## src/rtl/vga_timing_if.sv

```systemverilog
// vga_timing_if - raster timing bundle from the timing generator to the
// background-draw stage.
//
// Signals:
//   hcount, vcount  12-bit pixel / line counters
//   hsync, vsync    active-high sync flags aligned with the counts
//   hblnk, vblnk    blanking flags aligned with the counts
//   frame_start     one-cycle pulse at (0,0); only when VGA_FRAME_START_EN
//                   is defined
//
// Modports: master (timing generator drives), slave (consumer reads).
interface vga_timing_if;
  logic [11:0] vcount;
  logic        vsync;
  logic        vblnk;
  logic [11:0] hcount;
  logic        hsync;
  logic        hblnk;
`ifdef VGA_FRAME_START_EN
  logic        frame_start;

  modport master (output vcount, vsync, vblnk, hcount, hsync, hblnk, frame_start);
  modport slave  (input  vcount, vsync, vblnk, hcount, hsync, hblnk, frame_start);
`else
  modport master (output vcount, vsync, vblnk, hcount, hsync, hblnk);
  modport slave  (input  vcount, vsync, vblnk, hcount, hsync, hblnk);
`endif
endinterface

```

## src/rtl/vga_timing.sv

```systemverilog
// vga_timing - free-running raster timing generator, XGA 1024x768 @ 60 Hz
// (65 MHz pixel clock) by default.
//
// Ports:
//   clk  in   pixel clock
//   rst  in   synchronous, active-high reset (priority over counting)
//   vga  out  vga_timing_if.master: hcount/vcount plus hsync/hblnk/vsync/vblnk,
//             and frame_start when VGA_FRAME_START_EN is defined
//
// Optional feature macro: VGA_FRAME_START_EN adds the frame_start pulse,
// high for one cycle whenever (0,0) is presented by a natural wrap (never
// right after reset release).
//
// Every output is a register. Flags are decoded from the next-state counts
// and registered together with them, so a flag always describes the count
// values visible in the same cycle. Syncs are active-high here; the pin
// level inverts them for the negative-polarity XGA mode.
module vga_timing #(
  parameter int H_ACTIVE     = 1024,
  parameter int H_SYNC_START = 1048,
  parameter int H_SYNC_WIDTH = 136,
  parameter int H_TOTAL      = 1344,
  parameter int V_ACTIVE     = 768,
  parameter int V_SYNC_START = 771,
  parameter int V_SYNC_WIDTH = 6,
  parameter int V_TOTAL      = 806
) (
  input  logic         clk,
  input  logic         rst,
  vga_timing_if.master vga
);

  localparam logic [11:0] H_LAST     = 12'(H_TOTAL - 1);
  localparam logic [11:0] V_LAST     = 12'(V_TOTAL - 1);
  localparam logic [11:0] H_BLNK_BEG = 12'(H_ACTIVE);
  localparam logic [11:0] V_BLNK_BEG = 12'(V_ACTIVE);
  localparam logic [11:0] H_SYNC_BEG = 12'(H_SYNC_START);
  localparam logic [11:0] H_SYNC_END = 12'(H_SYNC_START + H_SYNC_WIDTH);
  localparam logic [11:0] V_SYNC_BEG = 12'(V_SYNC_START);
  localparam logic [11:0] V_SYNC_END = 12'(V_SYNC_START + V_SYNC_WIDTH);

  logic [11:0] hcount_reg, hcount_next;
  logic [11:0] vcount_reg, vcount_next;
  logic        hsync_reg,  hsync_next;
  logic        hblnk_reg,  hblnk_next;
  logic        vsync_reg,  vsync_next;
  logic        vblnk_reg,  vblnk_next;
  logic        h_wrap;
  logic        v_wrap;

  always_comb begin
    h_wrap = (hcount_reg == H_LAST);
    v_wrap = (vcount_reg == V_LAST);

    hcount_next = h_wrap ? 12'd0 : hcount_reg + 12'd1;
    vcount_next = vcount_reg;
    if (h_wrap) begin
      vcount_next = v_wrap ? 12'd0 : vcount_reg + 12'd1;
    end

    // Decode from the counts that will be presented next cycle so flags
    // and counts leave the registers together.
    hblnk_next = (hcount_next >= H_BLNK_BEG);
    hsync_next = (hcount_next >= H_SYNC_BEG) && (hcount_next < H_SYNC_END);
    vblnk_next = (vcount_next >= V_BLNK_BEG);
    vsync_next = (vcount_next >= V_SYNC_BEG) && (vcount_next < V_SYNC_END);
  end

  always_ff @(posedge clk) begin
    if (rst) begin
      hcount_reg <= 12'd0;
      vcount_reg <= 12'd0;
      hsync_reg  <= 1'b0;
      hblnk_reg  <= 1'b0;
      vsync_reg  <= 1'b0;
      vblnk_reg  <= 1'b0;
    end else begin
      hcount_reg <= hcount_next;
      vcount_reg <= vcount_next;
      hsync_reg  <= hsync_next;
      hblnk_reg  <= hblnk_next;
      vsync_reg  <= vsync_next;
      vblnk_reg  <= vblnk_next;
    end
  end

  assign vga.hcount = hcount_reg;
  assign vga.vcount = vcount_reg;
  assign vga.hsync  = hsync_reg;
  assign vga.hblnk  = hblnk_reg;
  assign vga.vsync  = vsync_reg;
  assign vga.vblnk  = vblnk_reg;

`ifdef VGA_FRAME_START_EN
  logic frame_start_reg;
  logic frame_start_next;

  // Only the natural wrap out of the last pixel of the last line produces
  // the pulse; the (0,0) shown after a reset does not.
  assign frame_start_next = h_wrap && v_wrap;

  always_ff @(posedge clk) begin
    if (rst) begin
      frame_start_reg <= 1'b0;
    end else begin
      frame_start_reg <= frame_start_next;
    end
  end

  assign vga.frame_start = frame_start_reg;
`endif

endmodule

```

## src/flat_wrapper.sv

```systemverilog
// flat-port wrapper written by rule: the top's interface ports become plain ports
module vga_timing_flat 
#(
  parameter int H_ACTIVE     = 1024,
  parameter int H_SYNC_START = 1048,
  parameter int H_SYNC_WIDTH = 136,
  parameter int H_TOTAL      = 1344,
  parameter int V_ACTIVE     = 768,
  parameter int V_SYNC_START = 771,
  parameter int V_SYNC_WIDTH = 6,
  parameter int V_TOTAL      = 806
)
  (clk, rst, vga_vcount, vga_vsync, vga_vblnk, vga_hcount, vga_hsync, vga_hblnk);
  vga_timing_if vga_i ();
  input  logic clk;
  input  logic rst;
  output wire logic [$bits(vga_i.vcount)-1:0] vga_vcount;
  output wire logic [$bits(vga_i.vsync)-1:0] vga_vsync;
  output wire logic [$bits(vga_i.vblnk)-1:0] vga_vblnk;
  output wire logic [$bits(vga_i.hcount)-1:0] vga_hcount;
  output wire logic [$bits(vga_i.hsync)-1:0] vga_hsync;
  output wire logic [$bits(vga_i.hblnk)-1:0] vga_hblnk;
  assign vga_vcount = vga_i.vcount;
  assign vga_vsync = vga_i.vsync;
  assign vga_vblnk = vga_i.vblnk;
  assign vga_hcount = vga_i.hcount;
  assign vga_hsync = vga_i.hsync;
  assign vga_hblnk = vga_i.hblnk;
  vga_timing #(.H_ACTIVE(H_ACTIVE), .H_SYNC_START(H_SYNC_START), .H_SYNC_WIDTH(H_SYNC_WIDTH), .H_TOTAL(H_TOTAL), .V_ACTIVE(V_ACTIVE), .V_SYNC_START(V_SYNC_START), .V_SYNC_WIDTH(V_SYNC_WIDTH), .V_TOTAL(V_TOTAL)) u_core (.clk(clk), .rst(rst), .vga(vga_i));
endmodule
```

## config.mk

```make
export PLATFORM = sky130hd
export DESIGN_NAME = vga_timing_flat
export DESIGN_NICKNAME = d
export VERILOG_FILES = /design/src/rtl/vga_timing_if.sv /design/src/rtl/vga_timing.sv /design/src/flat_wrapper.sv
export SDC_FILE = /design/constraint.sdc
export NUM_CORES = 1
export LEC_CHECK = 0
export BUFFER_PORTS_ARGS = -buffer_cell sky130_fd_sc_hd__buf_4
export CAP_MARGIN = 15
export CORE_MARGIN = 4
export CORE_UTILIZATION = 49
export DETAILED_ROUTE_END_ITERATION = 16
export GPL_TIMING_DRIVEN = 1
export HOLD_SLACK_MARGIN = 0.12
export PLACE_DENSITY = 0.77
export SLEW_MARGIN = 20
export SYNTH_ARGS = -nofsm -noshare
export SYNTH_HDL_FRONTEND = slang
export SYNTH_SLANG_ARGS = --single-unit
```

## constraint.sdc

```tcl
create_clock -name clk -period 2 [get_ports clk]
set_input_delay 0.2 -clock clk [delete_from_list [all_inputs] [get_ports clk]]
set_output_delay 0.2 -clock clk [all_outputs]
set_load 0.01 [all_outputs]
```

[Word-level counts from Yosys, hierarchy flattened]
Index checks and enable logic that the tools add are counted.
Widths: inputs -> output; s select.
Cells by class
  magnitude comparators: 6
  reduce and logical (&&, ||, !) cells: 2
  equality and inequality tests: 2
  mux-type cells: 3
  $add $sub $neg: 2
Operators with widths (count)
  $mux 12: 3
  $add 12x1->12 const B: 2
  $ge 12x10->1 const B: 2
  $ge 12x11->1 const B: 2
  $eq 12x10->1 const B: 1
  $eq 12x11->1 const B: 1
  $lt 12x10->1 const B: 1
  $lt 12x11->1 const B: 1
  $logic_and 1x1->1: 2
Word-level totals
  register bits: 28
  word-level logic and storage cells: 21
  input bits: 2
  output and inout bits: 28

[Depth between registers and ports, before layout]
  word-level depth: 5
  mapped depth: 9
  gate-level depth less buffers: 8

[Worst setup path before layout]
OpenSTA, ideal clock, no wires.
  kind: flip-flop to flip-flop
  from: register u_core.hcount_reg[0] (netlist: u_core.vga.hcount[0])
  to: register u_core.vsync_reg (netlist: u_core.vga.vsync)
  path buffers: 1
  slack: -0.053 ns
  library setup time: 0.061 ns
  period minus slack after synthesis: 2.053 ns
  required time: 1.939 ns
  arrival time: 1.992 ns
  cell stages (with the launch flop): 9
  cell sequence: dfxtp_1 -> ha_1 -> and4_1 -> and4_1 -> buf_2 -> nand2_1 -> or3_1 -> a22oi_1 -> and4b_1
Between the ends
  cells in the longest elaborated chain, start to end: 4
  elaborated cells between the ends (all ways): 5
  those cells by class: 2 x order compare; 1 x eq/ne; 1 x mux; 1 x reduce/logical
RTL lines
  start: declaration: line vga_timing.sv:42  | logic [11:0] hcount_reg, hcount_next;
  start signal: assignment: line vga_timing.sv:78  | hcount_reg <= hcount_next;
  $eq 12x11->1 *: line vga_timing.sv:52  | h_wrap = (hcount_reg == H_LAST);
  $mux 12 *: line vga_timing.sv:57  | if (h_wrap) begin
  $ge 12x10->1 / $lt 12x10->1 (equally long branches): line vga_timing.sv:66  | vsync_next = (vcount_next >= V_SYNC_BEG) && (vcount_next < V_SYNC_END);
  $logic_and 1x1->1 *: line vga_timing.sv:66
  end signal: assignment: line vga_timing.sv:82  | vsync_reg <= vsync_next;
  end: declaration: line vga_timing.sv:46  | logic vsync_reg, vsync_next;
Mark *: on every way between the ends. The rest lies on a longest branch, timed or not.
A chain may end at the register's enable or synchronous reset.

[Final worst setup path]
  from: register u_core.vcount_reg[6] (netlist: u_core.vga.vcount[6])
  to: register u_core.vsync_reg (netlist: u_core.vga.vsync)
Between the ends
  cells in the longest elaborated chain, start to end: 5
  elaborated cells between the ends (all ways): 7
  those cells by class: 1 x add/sub; 2 x order compare; 1 x eq/ne; 2 x mux; 1 x reduce/logical
RTL lines
  start: declaration: line vga_timing.sv:43  | logic [11:0] vcount_reg, vcount_next;
  start signal: assignment: line vga_timing.sv:79  | vcount_reg <= vcount_next;
  $add 12x1->12 / $eq 12x10->1 (equally long branches): line vga_timing.sv:58, vga_timing.sv:53
  $mux 12: line vga_timing.sv:58  | vcount_next = v_wrap ? 12'd0 : vcount_reg + 12'd1;
  $mux 12 *: line vga_timing.sv:57
  $ge 12x10->1 / $lt 12x10->1 (equally long branches): line vga_timing.sv:66
  $logic_and 1x1->1 *: line vga_timing.sv:66
Marks and branches as above.

==> key figures <==
Outcome
  – Outcome: complete, no violations

Drt
  – Via density: 5.44
  – Post-Route WL: 4.30 mm
  – Via count: 1691
  – First-pass iteration count of the detailed router: 4
  – DRT iter0 DRCs: 109
  – WL/cell: 13.8 um
  – Residual DRC: 0
  – Post-route antenna net violation count: 0

GRT
  – Vias in the first global route: 1487
  – Total GRT Usage: 20.1%
  – Global route total overflow: 0
  – Initial antenna violation count: 0
  – Largest net degree at the start of global routing: 17
  – First-pass GRT wire length: 6.82 mm

Critical path
  – Reg2Reg Depth: 7
  – Critical Path AT: 2230 ps
  – Crit. End Element: flip-flop
  – Crit path buf inv count: 1
  – R2r startpoint: u_core.vga.vcount[6]$_SDFF_PP0_
  – Worst path top cell family by delay: simple AND/OR/NAND/NOR gates
  – Crit path largest cell delay: 530 ps
  – Slowest-stage cell, CP: or4_1
  – Crit path launch type: flip-flop
  – Critical path class: flip-flop to flip-flop
  – Worst-path fanout max: 7
  – WP data required: 2240 ps
  – Crit Reg-Reg Endpoint: u_core.vga.vsync$_SDFF_PP0_
  – R2R Setup Slk: 20 ps
  – CP Cell Sequence: or4_1 -> nor4_2 -> buf_4 -> or2b_4 -> o22ai_2 -> a31oi_1 -> and4b_1
  – CP Depth: 7

Final layout
  – Area grow syn2layout: 44.4%
  – Most common cell after layout, fill and taps aside: buf_4
  – Commonest cells after routing, fill and taps aside: buf_4, nor2_1, dfxtp_1
  – Nets: 273
  – Post-route design area: 2310 um2
  – Post-route insts no fill: 311
  – Antenna Cells: 0
  – Proportion of layout cells with a drive suffix above 1: 37.8%
  – Fillers: 236

Hold path
  – HP Class: input port to flip-flop
  – Hold Path Origin: rst
  – Hold path cells: 2
  – Worst Hold Path EP: u_core.vga.vcount[10]$_SDFF_PP0_

Synth
  – Yosys cell types: 49
  – Synth top area cells: dfxtp_1, nor2_1, nand2_1, xnor2_1, nand3_1
  – Dominant cell type by area after synthesis: dfxtp_1
  – Most used DFF post-synth: dfxtp_1
  – Post-synth EDFFs: 0
  – Post-Synthesis Cells: 203
  – Ys Warns: 0
  – Post-synthesis cell area: 1600 um2
  – Seq/Total Area, Yosys: 35.1%
  – Register bit count reported by yosys: 28
  – Yosys top cell area share: 35.1%
  – Syn avg cell area: 7.88 um2
  – Ys async rst share: 0%
  – Syn Nets: 208

Clocking
  – Root Driver: clkbuf_4
  – Clk pin slew, worst setup/hold paths: 150 ps
  – CTS sink count: 28
  – Clock insertion delay at the later pin of the skew report: 330 ps
  – Num CTS Buffers: 3
  – H-tree levels: 1
  – Clock Path Buffers: 2
  – CTS tree: built

Floorplanning
  – Die Width: 65.1 um
  – Die height: 65.1 um
  – Total die area: 4240 um2
  – Initial Util: 52.0%
  – # IOs: 30
  – Core ar.: 3080 um2
  – Num rows: 20

STA
  – Fin. Hold Viols: 0
  – Peak Freq: 504 MHz
  – Fin. max-slew vios: 0
  – Post-Route Skew: 1.65 ps
  – Worst-Margin Slew: 326 ps
  – Final worst path period need: 1980 ps
  – Final period util: 99.2%
  – Setup violations, final: 0
  – Relative slew slack: 78.2%
  – PnR worst setup slack: 15.1 ps
  – RSZ-0062 raised after global routing: yes

Pwr
  – Leakage power: 0.969 nW
  – Reg power frac: 57.3%
  – Sw power: 0.201 mW
  – Sw Ratio: 20.3%
  – PD cells: 429 nW/um2
  – Worst IR Drop VDD: 0.349 mV
  – Internal Power: 0.790 mW
  – Logic gate share of total power: 5.1%
  – Clock share of power: 37.6%

Placed design
  – GPL Wtd Cong: 0.885
  – Area after DPL: 2110 um2
  – Placed Cells: 303
  – Hpwl dp: 3.07 mm
  – Dpl ws: -16.0 ps
  – Buffers added on ports: 29

Run
  – Max-Cap Viols: 0
-- Yosys cell counts (all sizes together), types with 3 or more instances --
cell     n
and3     6
xor2     6
nand3   13
nor3     8
and4     4
ha       3
clkbuf   5
inv      6
nand4    5
nor2    28
nand2   23
buf      5
o21ai   10
a21oi   10
dfxtp   28
xnor2    9
-- metrics by stage --
| stage | utilization (%) | total power [mW] | TNS (ps) | hold WS (ps) |
|---|---|---|---|---|
| after global placement | 68.7 | 0.626 | 0 | 509 |
| after CTS | 71.1 | 0.996 | 0 | 143 |
| after floorplan | - | 0.601 | 0 | 269 |
| after detailed placement | 68.7 | 0.627 | -16.0 | 513 |
| after global routing | 75.0 | 1.03 | -61.1 | 136 |
| final | 75.0 | 0.991 | 0 | 154 |
-- cell families after synthesis --
family                   synth area share, %
AO/OA/AOI/OAI                           14.2
adder cells (fa/ha/maj)                 2.35
AND/OR/NAND/NOR                         34.7
flip-flops                              35.1
XOR/XNOR                                8.22
buffers and inverters                   4.30
multiplexers                            1.25
-- how the worst max path moves through the flow --
stage / from / endpoint / slack, ps
floorplan: u_core.vga.vcount[6]$_SDFF_PP0_ / u_core.vga.vsync$_SDFF_PP0_ / 5
global placement: u_core.vga.vcount[6]$_SDFF_PP0_ / u_core.vga.vsync$_SDFF_PP0_ / 20
detailed placement: u_core.vga.vcount[6]$_SDFF_PP0_ / u_core.vga.vsync$_SDFF_PP0_ / -20
CTS: u_core.vga.hcount[1]$_SDFF_PP0_ / u_core.vga.vsync$_SDFF_PP0_ / 20
global route: u_core.vga.vcount[6]$_SDFF_PP0_ / u_core.vga.vsync$_SDFF_PP0_ / -60
finish: u_core.vga.vcount[6]$_SDFF_PP0_ / u_core.vga.vsync$_SDFF_PP0_ / 20
-- power by group through the flow --
stage	registers (mW)	logic, mW	clock network, mW
after floorplan	0.585	0.0160	0
after global placement	0.578	0.0473	0
after detailed placement	0.578	0.0484	0
after CTS	0.566	0.0487	0.381
after global routing	0.569	0.0544	0.405
final	0.568	0.0503	0.373
-- cell type report --
cell class                      instances  area [um2]  area share, %
Multi-Input combinational cell        159        1080           46.7
Sequential cell                        28         564           24.4
Timing Repair Buffer                   70         537           23.2
Tap cell                               44        55.1           2.38
Clock inverter                          1        30.0           1.30
Clock buffer                            3        22.5          0.975
Inverter                                6        22.5          0.975
-- repair_timing --
action / 4_1_cts / 5_1_grt
setup buffers: 2 / 2
gates resized for setup: 1 / 22
endpoints found under the setup margin: 1 / 3
hold buffers: 0 / 0
pin swaps: 1 / 6
-- routing by layer --
metal	global-route usage [%]	vias to the layer above	share of wire, %
met1	28.6	782	47
met3	3.25	4	5.6
met4	6.22	0	0.81
li1	-	849	-
met5	0	-	0
met2	31.2	56	47
-- worst register-to-register path, delay by kind of cell, from the launching register on --
family / cells / cell delay, ps
flops: 1 / 340
compound gates: 2 / 240
simple gates: 4 / 1090
buf+inv: 1 / 230
Note: power is estimated with default switching activity, not from simulation.
